File: src/rtl/id_ex_pipe.sv
// rtl/id_ex_pipe.sv - id->ex pipeline register with valid/ready handshake and one-entry skid buffer
// Optional stall/flush statistics counters are built when ID_EX_STAT_EN is defined.
module id_ex_pipe #(
  parameter int          XLEN     = 32,
  parameter logic [31:0] NOP_INST = 32'h0000_0013
) (
  input  logic            clk,
  input  logic            rst_n,
  input  logic [31:0]     inst_i,
  input  logic [XLEN-1:0] inst_addr_i,
  input  logic [XLEN-1:0] op1_i,
  input  logic [XLEN-1:0] op2_i,
  input  logic [4:0]      rd_addr_i,
  input  logic            rd_wen_i,
  input  logic [XLEN-1:0] base_addr_i,
  input  logic [XLEN-1:0] addr_offset_i,
  input  logic            id_valid_i,
  output logic            id_ready_o,
  output logic            ex_valid_o,
  input  logic            ex_ready_i,
  input  logic            hold_i,
  input  logic            flush_i,
  output logic [31:0]     inst_o,
  output logic [XLEN-1:0] inst_addr_o,
  output logic [XLEN-1:0] op1_o,
  output logic [XLEN-1:0] op2_o,
  output logic [4:0]      rd_addr_o,
  output logic            rd_wen_o,
  output logic [XLEN-1:0] base_addr_o,
  output logic [XLEN-1:0] addr_offset_o,
  output logic [31:0]     stall_cnt_o,
  output logic [31:0]     flush_cnt_o
);

  typedef struct packed {
    logic [31:0]     inst;
    logic [XLEN-1:0] inst_addr;
    logic [XLEN-1:0] op1;
    logic [XLEN-1:0] op2;
    logic [4:0]      rd_addr;
    logic            rd_wen;
    logic [XLEN-1:0] base_addr;
    logic [XLEN-1:0] addr_offset;
  } entry_t;

  typedef enum logic [1:0] {EMPTY, ONE, TWO} state_e;

  localparam entry_t NOP_ENTRY = '{inst: NOP_INST, inst_addr: '0, op1: '0, op2: '0,
                                   rd_addr: '0, rd_wen: 1'b0, base_addr: '0, addr_offset: '0};

  state_e state_q, state_d;
  entry_t m_q, m_d, s_q, s_d;
  entry_t in_entry;
  logic   xfer_in, rdy, xfer_out;

  assign in_entry = '{inst: inst_i, inst_addr: inst_addr_i, op1: op1_i, op2: op2_i,
                      rd_addr: rd_addr_i, rd_wen: rd_wen_i, base_addr: base_addr_i,
                      addr_offset: addr_offset_i};

  assign id_ready_o = (state_q != TWO);
  assign ex_valid_o = (state_q != EMPTY);
  assign xfer_in    = id_valid_i & id_ready_o;
  assign rdy        = ex_ready_i & ~hold_i;
  assign xfer_out   = ex_valid_o & rdy;

  // M is reloaded with NOP whenever it empties, so outputs stay purely registered.
  always_comb begin
    state_d = state_q;
    m_d     = m_q;
    s_d     = s_q;
    if (flush_i) begin
      state_d = EMPTY;
      m_d     = NOP_ENTRY;
      s_d     = NOP_ENTRY;
    end else begin
      case (state_q)
        EMPTY: begin
          if (xfer_in) begin
            state_d = ONE;
            m_d     = in_entry;
          end
        end
        ONE: begin
          if (xfer_in && !xfer_out) begin
            state_d = TWO;
            s_d     = in_entry;
          end else if (xfer_in && xfer_out) begin
            m_d = in_entry;
          end else if (xfer_out) begin
            state_d = EMPTY;
            m_d     = NOP_ENTRY;
          end
        end
        TWO: begin
          if (xfer_out) begin
            state_d = ONE;
            m_d     = s_q;
            s_d     = NOP_ENTRY;
          end
        end
        default: begin
          state_d = EMPTY;
          m_d     = NOP_ENTRY;
          s_d     = NOP_ENTRY;
        end
      endcase
    end
  end

  always_ff @(posedge clk or negedge rst_n) begin
    if (!rst_n) begin
      state_q <= EMPTY;
      m_q     <= NOP_ENTRY;
      s_q     <= NOP_ENTRY;
    end else begin
      state_q <= state_d;
      m_q     <= m_d;
      s_q     <= s_d;
    end
  end

  assign inst_o        = m_q.inst;
  assign inst_addr_o   = m_q.inst_addr;
  assign op1_o         = m_q.op1;
  assign op2_o         = m_q.op2;
  assign rd_addr_o     = m_q.rd_addr;
  assign rd_wen_o      = m_q.rd_wen;
  assign base_addr_o   = m_q.base_addr;
  assign addr_offset_o = m_q.addr_offset;

`ifdef ID_EX_STAT_EN
  logic [31:0] stall_cnt_q, flush_cnt_q;

  // A flush counts only when it actually discards something.
  always_ff @(posedge clk or negedge rst_n) begin
    if (!rst_n) begin
      stall_cnt_q <= '0;
      flush_cnt_q <= '0;
    end else begin
      if (ex_valid_o && !rdy && (stall_cnt_q != 32'hFFFF_FFFF))
        stall_cnt_q <= stall_cnt_q + 32'd1;
      if (flush_i && (ex_valid_o || xfer_in) && (flush_cnt_q != 32'hFFFF_FFFF))
        flush_cnt_q <= flush_cnt_q + 32'd1;
    end
  end

  assign stall_cnt_o = stall_cnt_q;
  assign flush_cnt_o = flush_cnt_q;
`else
  assign stall_cnt_o = 32'd0;
  assign flush_cnt_o = 32'd0;
`endif

endmodule

File: config.mk
export PLATFORM = sky130hd
export DESIGN_NAME = id_ex_pipe
export DESIGN_NICKNAME = d
export VERILOG_FILES = /design/src/rtl/id_ex_pipe.sv
export SDC_FILE = /design/constraint.sdc
export NUM_CORES = 1
export LEC_CHECK = 0
export CAP_MARGIN = 40
export CORE_ASPECT_RATIO = 0.6
export CORE_MARGIN = 4
export CORE_UTILIZATION = 30
export CTS_BUF_LIST = sky130_fd_sc_hd__clkbuf_4
export DETAILED_ROUTE_END_ITERATION = 8
export GPL_TIMING_DRIVEN = 1
export PLACE_DENSITY = 0.56
export SYNTH_ARGS = -nofsm -noshare
export SYNTH_HDL_FRONTEND = slang
export SYNTH_SLANG_ARGS = --single-unit
File: constraint.sdc
create_clock -name clk -period 5.2 [get_ports clk]
set_input_delay 0.52 -clock clk [delete_from_list [all_inputs] [get_ports clk]]
set_output_delay 0.52 -clock clk [all_outputs]
set_load 0.01 [all_outputs]
* After elaboration in Yosys (flattened, before gate mapping) *
Index checks and enable logic that the tools add are counted.

storage, ports and cells
  bits in registers = 398
  output and inout port bits = 264
  word-level logic and storage cells = 57

operators by class
  eq/ne operators = 11
  multiplexer cells = 17
  bitwise logic cells = 4
  reductions and logical operators = 8

operator list
  cell                                            number
  two-way mux 198 bit                             8
  case mux 198 bit (3 select lines)               2
  two-way mux 2 bit                               6
  inequality test 3 bit (second input constant)   4
  inequality test 4 bit (second input constant)   3
  AND reduction 4 bit                             2
  case mux 2 bit (3 select lines)                 1
  inequality test 2 bit (second input constant)   2
  AND 1 bit                                       3
  AND reduction 3 bit                             1
  == test 2 x 1 -> 1 bit (second input constant)  1
  == test 2 bit (second input constant)           1
  logical AND 1 bit                               2
  zero test 2 bit                                 1
  nonzero test 2 bit                              1
  zero test 1 bit                                 1
  NOT 1 bit                                       1

* Longest topological paths before layout *
Gate-level depths: netlist of run 1.

  word-level depth = 8
  mapped depth = 8

* Least setup slack after synthesis of run 1 *
Ideal clock, no wire load.

  path type = in2reg
  start = input flush_i
  end = register m_q, in the netlist addr_offset_o[16]
  setup time = 0.127 ns
  arrival = 2.054 ns
  data required time = 5.073 ns
  slack = 3.018 ns
  stages on the path = 8
  path through = buf_2 > or2_0 > clkbuf_1 > a211o_1 > o41ai_2 > buf_6 > buf_6 > mux2_1

on the way
  cells in the longest elaborated chain, start to end = 2
  elaborated cells between the ends (all ways) = 6

RTL lines
  item                                                                             line  source
  start: declaration                                                               22    input logic flush_i,
  inequality test 4 bit (no line) / inequality test 3 bit (equally long branches)  -
  AND reduction 4 bit (no line)                                                    -
  end signal: assignment                                                           117   m_q <= m_d;
  end: declaration                                                                 52    entry_t m_q, m_d, s_q, s_d;

Parallel ways exist; a longest one is shown, timed or not.
A chain may end at the register's enable or synchronous reset.

* Final worst setup path of run 1 *
  start = input flush_i
  end = register m_q, in the netlist inst_addr_o[2]

The elaborated chain is that of the path after synthesis.

==> results of run 1 <==
[flip-flops by register name, summed over array words and instances (netlist names)]
name / count
s_q: 198
base_addr_o: 32
op1_o: 32
rd_wen_o: 1
op2_o: 32
state_q: 2
rd_addr_o: 5
inst_addr_o: 32
addr_offset_o: 32
inst_o: 32
[report_power, final]
group          internal [mW]  switching (mW)  total, mW
logic                  0.868           0.814       1.68
registers               3.33           0.153       3.48
clock network           1.33            1.33       2.66
total                   5.53            2.29       7.82
[worst min path at each step]
stage	cells after the start	startpoint	end	slack (ns)
global placement	2	inst_o[4]$_DFFE_PN1P_	inst_o[4]$_DFFE_PN1P_	0.46
global route	3	op1_i[29]	s_q[131]$_DFFE_PN0P_	0.18
detailed placement	2	inst_o[1]$_DFFE_PN1P_	inst_o[1]$_DFFE_PN1P_	0.47
CTS	3	op1_i[23]	s_q[125]$_DFFE_PN0P_	0.12
finish	3	op2_i[24]	s_q[94]$_DFFE_PN0P_	0.30
floorplan	0	rst_n	addr_offset_o[0]$_DFFE_PN0P_	0.22
[per-layer routing]
metal	track usage (%)	vias up	part of all wire, %
li1	-	7190	-
met1	22.7	7820	47
met2	26.5	332	46
met3	4.17	115	5.1
met4	4.58	14	1.8
met5	0	-	0.16
[critical path, delay by kind of cell]
| family | cells | cell delay (ns) |
|---|---|---|
| compound gates | 1 | 0.12 |
| buf+inv | 4 | 2.11 |
| mux | 1 | 0.29 |
| simple gates | 1 | 0.31 |
[cell type report]
class                      count  area, sq um  share of cell area (%)
antenna                        2         5.00                  0.0184
tap                          924         1160                    4.25
inverter                       4         15.0                  0.0552
clock buffer                 154         1160                    4.25
timing repair buffer         435         4520                    16.6
clock inverter                15         71.3                   0.262
sequential                   398         9970                    36.6
multi-input combinational   1276        10300                    37.9
[layout by cell type (no fill, tap or decap), drive strengths merged]
cell,count
and3b,1
nor2,8
nor3b,1
o211ai,1
nand2,197
o2bb2ai,195
nand3,1
or2,2
o21ai,1
dlygate4sd3,2
a21oi,6
mux2,196
clkdlybuf4s50,401
o41ai,1
a2111oi,2
diode,2
buf,32
mux2i,395
nand2b,197
a211o,1
clkinv,12
o22a,1
nor2b,5
a211oi,1
inv,5
dfrtp,392
dfstp,6
conb,64
clkbuf,154
clkinvlp,2
[per-stage QoR]
| step | std cells | hold slack [ns] |
|---|---|---|
| 6_report | 3208 | 0.296 |
| 5_1_grt | 3207 | 0.175 |
| 4_1_cts | 3206 | 0.121 |
| 3_5_place_dp | 3035 | 0.475 |
| 3_3_place_gp | 3027 | 0.463 |
| 2_1_floorplan | 1895 | 0.224 |
[cell families (layout without fill, tap and decap cells)]
kind of cell	count (synthesis)	after routing	synth area share (%)
and+or+nand+nor	412	412	9.75
AOI/OAI and AO/OA	209	209	8.51
muxes	591	591	29.0
buffers and inverters	221	608	5.83
other	1	66	0.0176
DFF	398	398	46.9
==> impl_metrics.tcl, run 1 <==
set metrics [dict create \
    status "completed" \
    preCtsSetupSlack_ns 2.08 \
    r2r_end "inst_addr_o[2]$_DFFE_PN0P_" \
    drv_cap 0 \
    grt_overflow 0 \
    cts_buffer_depth 3 \
    die_height_microns 214 \
    crit_top_cell "buf_4" \
    post-cts-setup-buffers 0 \
    dieArea_sq_mm 0.0753 \
    drive_above_1_share_pct 12.9 \
    tns_ns 0 \
    p_leak_nw 10.9 \
    finalPower_mw 7.82 \
    area_growth_pct 28.1 \
    yosys-top-cells-count "395 x mux2i_1, 392 x dfrtp_1, 197 x nand2_1, 197 x nand2b_1, 195 x o2bb2ai_1" \
    synthTopCellsByArea "dfrtp_1 46%, mux2i_1 19%, o2bb2ai_1 8.0%, nand2b_1 5.8%, mux2_1 5.7%" \
    ios 468 \
    regToRegSetupSlack_ns 2.38 \
    tightest_slew_ns 1.20 \
    cts_tree "yes" \
    first_global_vias 16772 \
    core_area_sq_mm 0.0700 \
    ctsResizeCount 0 \
    worstSetupEndpoint "inst_addr_o[2]$_DFFE_PN0P_" \
    min_path_type "input port to flop" \
    dp_hpwl_mm 39.4 \
    seq_area_frac_synth_pct 46.9 \
    end_kind "flop" \
    port_buffers 403 \
    ctsHoldBuffers 2 \
    worstPathArrival_ns 3.56 \
    antenna_found_initial 9 \
    viasPerCell 4.82 \
    cp-startpoint "flush_i" \
    hold_viol_final 0 \
    synth_edf_count 0 \
    fillerInstances 6728 \
    placed_cell_area_sq_mm 0.0260 \
    critPathLaunchType "input port" \
    cts_buffers 103 \
    ir_worst_vdd_uv 141 \
    fin_crit_sh_pct 55.3 \
    avgSynthCellArea_sq_um 11.6 \
    yosys_register_bits 398 \
    r2r_start "state_q[0]$_DFFE_PN0P_" \
    vias 15471 \
    max_freq_ghz 0.348 \
    htreeDepth 3 \
    root_buffer "clkbuf_4" \
    rsz0062_at_grt "no" \
    clock_skew_ns 0.0498 \
    dr.first_iter.drc_count 680 \
    cts.sinks 398 \
    cp_slowest_cell "buf_4" \
    row_count 75 \
    synth-main-ff-cell "dfrtp_1" \
    ys_types 31 \
    grt_pass1_wl_mm 99.8 \
    syn_area_sq_mm 0.0213 \
    finalMaxSlewViolations 0 \
    yosysWarnings 0 \
    p_per_area_mw_per_mm2 287 \
    final.min_clock_period_ns 2.88 \
    gp_congestion 0.735 \
    clk_latency_ns 0.82 \
    initial_core_util_pct 30.4 \
    grt_max_degree 129 \
    worstPathRequired_ns 5.88 \
    final_util_pct 38.9 \
    path_cells "dlygate4sd3_1 > buf_4 > or2_4 > buf_4 > buf_4 > o2bb2ai_1 > mux2_1" \
    cp_max_fo 61 \
    drt_wl_total_mm 63.5 \
    relSlewSlack_pct 20.2 \
    r2r_cells 5 \
    grt_util_all_layers_pct 16.7 \
    fin_ws_ns 2.32 \
    design_area_sq_mm 0.0272 \
    avgRoutedWirePerCell_microns 19.8 \
    remaining_drc_errors 0 \
    synth_top_cell_by_area "dfrtp_1" \
    synth-async-reset-ratio_pct 100 \
    critPathMaxStageDelay_ns 0.67 \
    die_w_microns 352 \
    clk_pin_slew_ns 0.06 \
    ant_nets 0 \
    nets 2422 \
    setup_viol 0 \
    drtPass1Iterations 4 \
    crit_type "input port to flop" \
    yosysTopAreaCellShare_pct 46.2 \
    syn_inst 1832 \
    synth.most_common_cell "mux2i_1" \
]
(Power assumes the default switching activity.)
==> inputs of run 2 (changes only) <==
- clock period: 5.2 -> 2.7 ns (I/O delays scaled with it)
==> impl_metrics.tcl, run 2 (same netlist as run 1, synthesis figures left out) <==
set metrics [dict create \
    use_met3_pct 4.02 \
    area_growth_pct 38.6 \
    status "completed" \
    finalMaxSlewViolations 0 \
    die_height_microns 214 \
    port_buffers 403 \
    ctsResizeCount 0 \
    critPathLaunchType "flop" \
    registers.top_by_ff_count "s_q" \
    cts_buffer_depth 3 \
    use_met2_pct 27.7 \
    grt_overflow 0 \
    die_w_microns 352 \
    gr-usage-met1_pct 23.7 \
    dr.first_iter.drc_count 685 \
    path_cells "inv_1 > nand2_1 > clkdlybuf4s50_1" \
    multi_input_area_sq_mm 0.0103 \
    initial_core_util_pct 30.4 \
    grt_util_all_layers_pct 17.4 \
    max_freq_ghz 0.408 \
    cts.sinks 398 \
    vias 16273 \
    end_kind "output port" \
    final.min_clock_period_ns 2.45 \
    root_buffer "clkbuf_4" \
    post-place-cells 3052 \
    drtPass1Iterations 5 \
    grt_pass1_wl_mm 104 \
    regToRegSetupSlack_ns 0.36 \
    ir_worst_vdd_uv 255 \
    gp_congestion 0.728 \
    rsz0062_at_grt "no" \
    hold_viol_final 0 \
    cts_buffers 104 \
    drv_cap 0 \
    p_per_area_mw_per_mm2 529 \
    critPathMaxStageDelay_ns 0.61 \
    cts_tree "yes" \
    fin_crit_sh_pct 90.8 \
    layout_common_cells "401 x clkdlybuf4s50_1, 395 x mux2i_1, 391 x dfrtp_1" \
    crit_buf_inv 2 \
    crit_type "flop to output port" \
    drive_above_1_share_pct 12.4 \
    drt_wl_total_mm 66.3 \
    hold_path_depth 3 \
    clk_latency_ns 0.84 \
    ios 468 \
    clock_skew_ns 0.0591 \
    r2r_end "inst_addr_o[14]$_DFFE_PN0P_" \
    viasPerCell 4.73 \
    grt_max_degree 196 \
    cp_slowest_cell "dfrtp_4" \
    worstPathArrival_ns 2.18 \
    cp_top_family "buffers and inverters" \
    final_common_cell "clkdlybuf4s50_1" \
    min_path_type "input port to flop" \
    r2r_cells 4 \
    regArea_sq_mm 0.00997 \
    ant_nets 0 \
    busiest_layer "met2" \
    avgRoutedWirePerCell_microns 19.3 \
    final_cells 3440 \
    tightest_slew_ns 1.31 \
    tns_ns 0 \
    row_count 75 \
    relSlewSlack_pct 12.4 \
    cp.depth 3 \
    antenna_found_initial 9 \
    setup_viol 0 \
    fillerInstances 6658 \
    clk_pin_slew_ns 0.07 \
    holdCritStartpoint "inst_i[15]" \
    dp_hpwl_mm 40.1 \
    nets 2635 \
    cp_max_fo 17 \
    first_global_vias 17732 \
    core_area_sq_mm 0.0700 \
    worstPathRequired_ns 2.43 \
    remaining_drc_errors 0 \
    p_leak_nw 11.9 \
    r2r_start "state_q[1]$_DFFE_PN0P_" \
    dieArea_sq_mm 0.0753 \
    largest_reg_flops 198 \
    hold_end "s_q[181]$_DFFE_PN0P_" \
    htreeDepth 3 \
]
-- run 2: cell count changes in the layout (fill, tap and decap cells not counted), sizes merged --
| cell | before | now |
|---|---|---|
| dlygate4sd3 | 2 | 197 |
| clkinv | 12 | 32 |
| buf | 32 | 49 |
| clkbuf | 154 | 149 |
| diode | 2 | 5 |
| inv | 5 | 8 |
| clkinvlp | 2 | 0 |
| bufinv | 0 | 1 |
-- run 2: what timing repair did --
item	CTS	global route
setup endpoints to repair	1	0
setup buffers	0	0
hold endpoints to repair	594	0
hold buffers	198	0
-- run 2: worst max path at each step --
stage	startpoint	end
detailed placement	ex_ready_i	inst_addr_o[14]$_DFFE_PN0P_
CTS	state_q[1]$_DFFE_PN0P_	ex_valid_o
floorplan	state_q[0]$_DFFE_PN0P_	addr_offset_o[16]$_DFFE_PN0P_
global route	state_q[1]$_DFFE_PN0P_	ex_valid_o
finish	state_q[1]$_DFFE_PN0P_	ex_valid_o
global placement	ex_ready_i	inst_addr_o[13]$_DFFE_PN0P_
-- run 2: worst reg2reg max path: stages (launching register included) --
cell and delay [ns]:
dfrtp_4 0.61, o41ai_4 0.72, buf_12 0.34, buf_4 0.24, mux2_2 0.32
-- run 2: final cells by class --
cell class                 count  area share (%)
clock inverter                37           0.633
clock buffer                 149            3.80
timing repair buffer         647            22.6
multi-input combinational   1276            35.0
sequential                   398            33.9
tap                          924            3.93
antenna                        5          0.0425
inverter                       4          0.0510
-- run 2: per-stage QoR --
stage	util, %	area, sq um	setup slack [ns]	hold WS, ns	power [mW]
floorplan	-	21500	0.752	-0.0256	8.36
global placement	37.3	26100	0.169	0.322	10.1
detailed placement	37.3	26100	0.169	0.322	10.1
CTS	42.1	29400	0.0874	0.00137	15.9
global route	42.1	29400	0.0743	0.0246	16.5
finish	42.1	29400	0.249	0.166	15.6
-- run 2: per-layer routing --
| metal | wire length, microns | vias to the layer above |
|---|---|---|
| met4 | 1460 | 8 |
| met5 | 48 | - |
| met1 | 31300 | 8164 |
| li1 | - | 7631 |
| met3 | 3250 | 111 |
| met2 | 30300 | 359 |
-- run 2: power breakdown --
part           internal (mW)  leakage (nW)  switching, mW
Combinational           1.90          5.73           1.65
Sequential              6.40          5.36          0.293
Clock                   2.64         0.782           2.70
Total                   10.9          11.9           4.65
